===== config.mk =====
export PLATFORM = sky130hd
export DESIGN_NAME = ahb_master
export DESIGN_NICKNAME = d
export VERILOG_FILES = /design/src/rtl/ahb_master.sv
export SDC_FILE = /design/constraint.sdc
export NUM_CORES = 1
export LEC_CHECK = 0
export CELL_PAD_IN_SITES_DETAIL_PLACEMENT = 1
export CELL_PAD_IN_SITES_GLOBAL_PLACEMENT = 1
export CORE_MARGIN = 2
export CORE_UTILIZATION = 34
export CTS_CLUSTER_DIAMETER = 60
export DETAILED_ROUTE_END_ITERATION = 7
export HOLD_SLACK_MARGIN = 0.15
export PLACE_DENSITY = 0.83
export SLEW_MARGIN = 25
export SYNTH_ARGS = -nofsm -noshare
export SYNTH_HDL_FRONTEND = slang
export SYNTH_SLANG_ARGS = --single-unit

===== constraint.sdc =====
create_clock -name hclk -period 1.7 [get_ports hclk]
set_input_delay 0.17 -clock hclk [delete_from_list [all_inputs] [get_ports hclk]]
set_output_delay 0.17 -clock hclk [all_outputs]
set_load 0.05 [all_outputs]

===== src/rtl/ahb_master.sv =====
// AHB-Lite single-transfer initiator: valid/ready commands in, NONSEQ/IDLE
// transfers out, one in-order response per command. Address/data phases pipelined.
module ahb_master (
    input  logic        hclk,
    input  logic        hreset_n,
    input  logic        cmd_valid,
    output logic        cmd_ready,
    input  logic        cmd_write,
    input  logic [2:0]  cmd_size,
    input  logic [31:0] cmd_addr,
    input  logic [31:0] cmd_wdata,
    output logic        rsp_valid,
    output logic [31:0] rsp_rdata,
    output logic        rsp_err,
    output logic [31:0] haddr,
    output logic [1:0]  htrans,
    output logic        hwrite,
    output logic [2:0]  hsize,
    output logic [2:0]  hburst,
    output logic [3:0]  hprot,
    output logic [31:0] hwdata,
    input  logic        hready,
    input  logic [1:0]  hresp,
    input  logic [31:0] hrdata
);

    localparam logic [1:0] TR_IDLE   = 2'b00;
    localparam logic [1:0] TR_NONSEQ = 2'b10;
    localparam logic [1:0] RESP_ERR  = 2'b01;

    // address stage
    logic        a_valid_q, a_valid_d;
    logic [31:0] haddr_q, haddr_d;
    logic        hwrite_q, hwrite_d;
    logic [2:0]  hsize_q, hsize_d;
    logic [31:0] a_wdata_q, a_wdata_d;
    logic [1:0]  htrans_q, htrans_d;
    logic        hold_q, hold_d;
    // data stage
    logic        d_valid_q, d_valid_d;
    logic [31:0] hwdata_q, hwdata_d;
    // response
    logic        rsp_valid_q, rsp_valid_d;
    logic [31:0] rsp_rdata_q, rsp_rdata_d;
    logic        rsp_err_q, rsp_err_d;

    logic err1;
    logic accept;

    // First cycle of a two-cycle ERROR response from the slave.
    assign err1      = d_valid_q & ~hready & (hresp == RESP_ERR);
    assign cmd_ready = hready & ~hold_q & ~err1;
    assign accept    = cmd_valid & cmd_ready;

    always_comb begin
        a_valid_d   = a_valid_q;
        haddr_d     = haddr_q;
        hwrite_d    = hwrite_q;
        hsize_d     = hsize_q;
        a_wdata_d   = a_wdata_q;
        hold_d      = hold_q;
        d_valid_d   = d_valid_q;
        hwdata_d    = hwdata_q;
        rsp_valid_d = 1'b0;
        rsp_rdata_d = rsp_rdata_q;
        rsp_err_d   = rsp_err_q;

        if (hready) begin
            rsp_valid_d = d_valid_q;
            if (d_valid_q) begin
                rsp_rdata_d = hrdata;
                rsp_err_d   = (hresp == RESP_ERR);
            end

            // A held (cancelled) command does not advance; it is reissued.
            d_valid_d = a_valid_q & ~hold_q;
            if (a_valid_q && !hold_q) begin
                hwdata_d = a_wdata_q;
            end

            if (accept) begin
                a_valid_d = 1'b1;
                haddr_d   = cmd_addr;
                hwrite_d  = cmd_write;
                hsize_d   = cmd_size;
                a_wdata_d = cmd_wdata;
            end else if (hold_q) begin
                hold_d = 1'b0;
            end else begin
                a_valid_d = 1'b0;
            end
        end else if (err1 && a_valid_q) begin
            hold_d = 1'b1;
        end

        htrans_d = (a_valid_d && !hold_d) ? TR_NONSEQ : TR_IDLE;
    end

    always_ff @(posedge hclk or negedge hreset_n) begin
        if (!hreset_n) begin
            a_valid_q   <= 1'b0;
            haddr_q     <= '0;
            hwrite_q    <= 1'b0;
            hsize_q     <= 3'b010;
            a_wdata_q   <= '0;
            htrans_q    <= TR_IDLE;
            hold_q      <= 1'b0;
            d_valid_q   <= 1'b0;
            hwdata_q    <= '0;
            rsp_valid_q <= 1'b0;
            rsp_rdata_q <= '0;
            rsp_err_q   <= 1'b0;
        end else begin
            a_valid_q   <= a_valid_d;
            haddr_q     <= haddr_d;
            hwrite_q    <= hwrite_d;
            hsize_q     <= hsize_d;
            a_wdata_q   <= a_wdata_d;
            htrans_q    <= htrans_d;
            hold_q      <= hold_d;
            d_valid_q   <= d_valid_d;
            hwdata_q    <= hwdata_d;
            rsp_valid_q <= rsp_valid_d;
            rsp_rdata_q <= rsp_rdata_d;
            rsp_err_q   <= rsp_err_d;
        end
    end

    assign haddr     = haddr_q;
    assign htrans    = htrans_q;
    assign hwrite    = hwrite_q;
    assign hsize     = hsize_q;
    assign hburst    = 3'b000;
    assign hprot     = 4'b0011;
    assign hwdata    = hwdata_q;
    assign rsp_valid = rsp_valid_q;
    assign rsp_rdata = rsp_rdata_q;
    assign rsp_err   = rsp_err_q;

endmodule


# After elaboration in Yosys (flattened, before gate mapping)
# Index checks and enable logic that the tools add are counted.
dict set report totals {
  ff_bits 139
  in_bits 106
  output_inout_bits 112
  wordCells 38
}
dict set report classes {
  n_eq_ne 1
  muxes 8
  n_bitwise 9
  reduce_logical 8
}
# op count
set op_table {}
lappend op_table {{two-way mux 1 bit} 7}
lappend op_table {{AND 1 bit} 6}
lappend op_table {{AND reduction 2 bit} 3}
lappend op_table {{logical AND 1 bit} 3}
lappend op_table {{NOT 1 bit} 3}
lappend op_table {{equality test 2 x 1 -> 1 bit (second input constant)} 1}
lappend op_table {{zero test 1 bit} 2}
lappend op_table {{two-way mux 2 bit} 1}

# Logic depth before layout (Yosys ltp)
dict set report depth {
  word_depth 11
  depth_mapped 4
  depth_no_buf 2
}

# Worst setup path after synthesis
# No wires, ideal clock.
dict set report synth_timing {
  path_kind {register to register}
  startpoint {register hold_q}
  endpoint {register a_valid_q}
  setup_time_ns 0.164
  arrival_time_ns 1.274
  t_required_ns 1.536
  setup_slack_ns 0.261
  stages_incl_launch_ff 3
  n_path_buf 0
  synth_period_minus_slack_ns 1.439
  path_cell_list {dfrtp_1 > nor2b_1 > o21ai_0}
}
dict set report synth_between {
  elab_chain_len 6
  word_cells_on_any_way 7
  classes_between {3 x mux; 4 x bitwise}
}
# element line_no
set synth_lines {}
lappend synth_lines {{start: declaration} 38} ;# logic hold_q, hold_d;
lappend synth_lines {{start signal: assignment} 120} ;# hold_q <= hold_d;
lappend synth_lines {{NOT 1 bit} 52} ;# assign cmd_ready = hready & ~hold_q & ~err1;
lappend synth_lines {{AND 1 bit (2 in series)} 52}
lappend synth_lines {{named net cmd_ready} 7} ;# output logic cmd_ready,
lappend synth_lines {{AND 1 bit} 53} ;# assign accept = cmd_valid & cmd_ready;
lappend synth_lines {{two-way mux 1 bit} 81} ;# if (accept) begin
lappend synth_lines {{two-way mux 1 bit} 68} ;# if (hready) begin
lappend synth_lines {{named net a_valid_d} 32} ;# logic a_valid_q, a_valid_d;
lappend synth_lines {{end signal: assignment} 114} ;# a_valid_q <= a_valid_d;
lappend synth_lines {{end: declaration} 32}
# The timed path passes the listed nets, and every way through them passes these cells.
# A chain may end at the register's enable or synchronous reset.

# Worst setup path after layout
dict set report layout_timing {
  startpoint {input hready}
  endpoint {output cmd_ready}
}
dict set report layout_between {
  elab_chain_len 5
  word_cells_on_any_way 6
  classes_between {6 x bitwise}
}
# element line_no
set layout_lines {}
lappend layout_lines {{start: declaration} 22} ;# input logic hready,
lappend layout_lines {{NOT 1 bit} 51} ;# assign err1 = d_valid_q & ~hready & (hresp == RESP_ERR);
lappend layout_lines {{AND 1 bit (2 in series)} 51}
lappend layout_lines {{NOT 1 bit} 52}
lappend layout_lines {{AND 1 bit *} 52}
lappend layout_lines {{end: declaration} 7}
# Every way passes the cells marked *; elsewhere a longest branch is shown, timed or not.

==> results.md <==
- Status: finished clean
- Initial drt markers: 69
- CTS Root Cell: clkbuf_16
- Maximum vdd drop: 0.000860 V
- Period utilization: 88.8%
- Starting density of the core: 34.8%
- Tmin final: 1.51 ns
- CTS sink cnt: 138
- Die W: 128 um
- Netlist Area Pre-Place: 0.00527 mm2
- Gr ovfl total: 0
- GR Util All Layers: 17.0%
- Startpoint Class: primary input
- Die H: 128 um
- Worst Hold Class: primary input to asynchronous set/reset pin
- Setup crit end kind: primary output
- IO Port Bufs: 209
- Fin. Hold Viols: 0
- Clock transition at the registers of the reported paths: 0.05 ns
- Fin cells: 737
- Leakage: 3.66 nW
- Fin worst setup slack: 0.191 ns
- Reg area: 0.00345 mm2
- RSZ-0062 raised after global routing: false
- CTS Buf Count: 17
- Vias in the first global route: 3983
- Row cnt: 45
- CTS tree: done
- Dpl cells: 704
- Post-synthesis average cell area: 16.9 um2
- Clk_lat worst skew: 0.40 ns
- Routed via count: 3390
- Global-route wire length before repair: 21500 um
- Post-DRT Antenna Nets: 0
- Antenna Cells: 0
- Layout area overhead: 53.4%
- Crit path kind: primary input to primary output
- Synthesis-stage register bit count: 138
- Cell chain of the critical path: clkdlybuf4s50_1, buf_4, nor2b_1, buf_12
- Synth Instances: 312
- Worst EP arrival: 1.34 ns
- Setup violators final: 0
- Antenna violations before repair: 0
- Layout cell share with drive strength beyond 1: 34.4%
- Place WS: 0.0538 ns
- Longest Clk Path Bufs: 2
- Final Skew: 0.00464 ns
- Fillers: 1482
- DRT Pass-1 Iters: 4
- Die area: 0.0165 mm2
- MaxCap Viol Count: 0
- Yosys warning total: 0
- Sequential area share after synthesis: 65.6%
- H-Tree Depth: 4
- Slew margin rel.: 64.0%
- Synth cell types: 19
- Via-to-Cell Ratio: 4.60
- Slowest-stage cell, CP: clkdlybuf4s50_1
- Worst slew pin tran: 0.542 ns
- Setup TNS: 0 ns
- Nets: 642
- Post-DP HPWL: 9730 um
- Total Power: 13.1 mW
- DR WL/cell: 18.1 um
- GPL Wtd Cong: 0.732
- R2R Path Start: hold_q
- Remaining DRCs: 0
- Area of the multi-input gates: 0.00164 mm2
- Overall routed net length: 13300 um
- Largest net degree at the start of global routing: 49
- Core Area: 0.0151 mm2
- WHS: 0.276 ns
- IO Pins: 218
- Critical-path maximum fanout: 7
- CP peak stage delay: 0.52 ns
- Max Clk Rate: 663 MHz
- Pwr dens: 1620 mW/mm2
- Critical path startpoint: hready
- WP data required: 1.53 ns
- Final Max Tran Viols: 0
[cells by family (layout without fill, tap and decap cells)]
kind of cell	after synthesis	count (layout)	synth area share (%)
other cells	2	8	0.143
buf+inv	26	257	3.71
mux	133	133	28.4
simple gates	9	9	1.71
compound gates	4	4	0.428
flops	138	138	65.6
[placed cells by master (no fill, tap or decap), types with 2 or more instances in the layout]
cell and n:
inv_1 4, buf_12 6, clkdlybuf4s50_1 104, mux2_2 125
clkbuf_8 6, buf_4 23, dfrtp_1 137, bufinv_16 3
mux2_1 8, clkinv_2 2, nor2b_1 2, o21ai_0 2
conb_1 8, clkbuf_1 3, clkbuf_16 17, nand3b_4 2
dlygate4sd2_1 86
[through the flow]
stage          util [%]  cell area [um2]
2_1_floorplan         -             5290
3_5_place_dp       49.9             7550
5_1_grt            53.3             8080
3_3_place_gp       49.9             7550
6_report           53.3             8080
4_1_cts            53.3             8080
[layout make-up]
| type | instances | share of cell area (%) |
|---|---|---|
| Sequential cell | 138 | 42.8 |
| Timing Repair Buffer | 221 | 26.1 |
| Inverter | 4 | 0.186 |
| Multi-Input combinational cell | 154 | 20.3 |
| Tap cell | 188 | 2.91 |
| Clock buffer | 26 | 6.43 |
| Clock inverter | 6 | 1.33 |
[report_power, final]
group	total, mW	internal, mW	switching (mW)
clock network	3.83	2.54	1.29
registers	4.52	4.10	0.420
logic	4.76	1.54	3.22
total	13.1	8.18	4.93
[synthesized netlist by cell type]
cell	count	area, um2
dfrtp_1	137	3430
mux2_2	125	1410
buf_4	13	97.6
mux2_1	8	90.1
buf_6	6	67.6
inv_1	4	15.0
buf_2	3	15.0
conb_1	2	7.51
nand3b_4	2	40.0
nor2b_1	2	12.5
o21ai_0	2	10.0
a21oi_1	1	5.00
and3b_1	1	8.76
dfstp_2	1	26.3
nand2_2	1	6.26
nand3_1	1	5.00
nand4b_1	1	8.76
o211ai_1	1	7.51
or3b_2	1	8.76
[path summary, 6_finish.rpt]
kind,endpoint,slack (ns),depth (start not counted)
setup / recovery,cmd_ready,0.19,4
hold / removal,haddr[13],0.28,2
setup reg to reg,hsize[0],0.33,3
hold reg to reg,haddr[13],0.49,1
max in group asynchronous,haddr[29],0.83,3
min in group hclk,haddr[7],0.36,2
[flip-flops by register name, summed over array words and instances (netlist names)]
signal,count
a_wdata_q,32
haddr,32
hwdata,32
rsp_rdata,32
hsize,3
a_valid_q,1
d_valid_q,1
hold_q,1
htrans,1
hwrite,1
rsp_err,1
rsp_valid,1
[per-layer routing]
metal	global-route usage [%]	part of all wire, %	vias up
li1	-	-	1526
met1	18.5	38	1712
met5	0	0	-
met2	30.3	52	139
met4	5.24	1.2	0
met3	7.15	9.4	13
[worst max-delay path, delay by kind of cell]
kind | cells | cell delay, ns
buffers and inverters | 3 | 0.88
AND/OR/NAND/NOR | 1 | 0.27
[timing repair]
item | in CTS | in global routing
buffers inserted | 0 | 0
hold buffers | 1 | 0
gates resized for setup | 86 | 0
endpoints found under the hold margin | 138 | 0
setup endpoints to repair | 86 | 0
No activity file was read; power rests on OpenSTA's default activity.
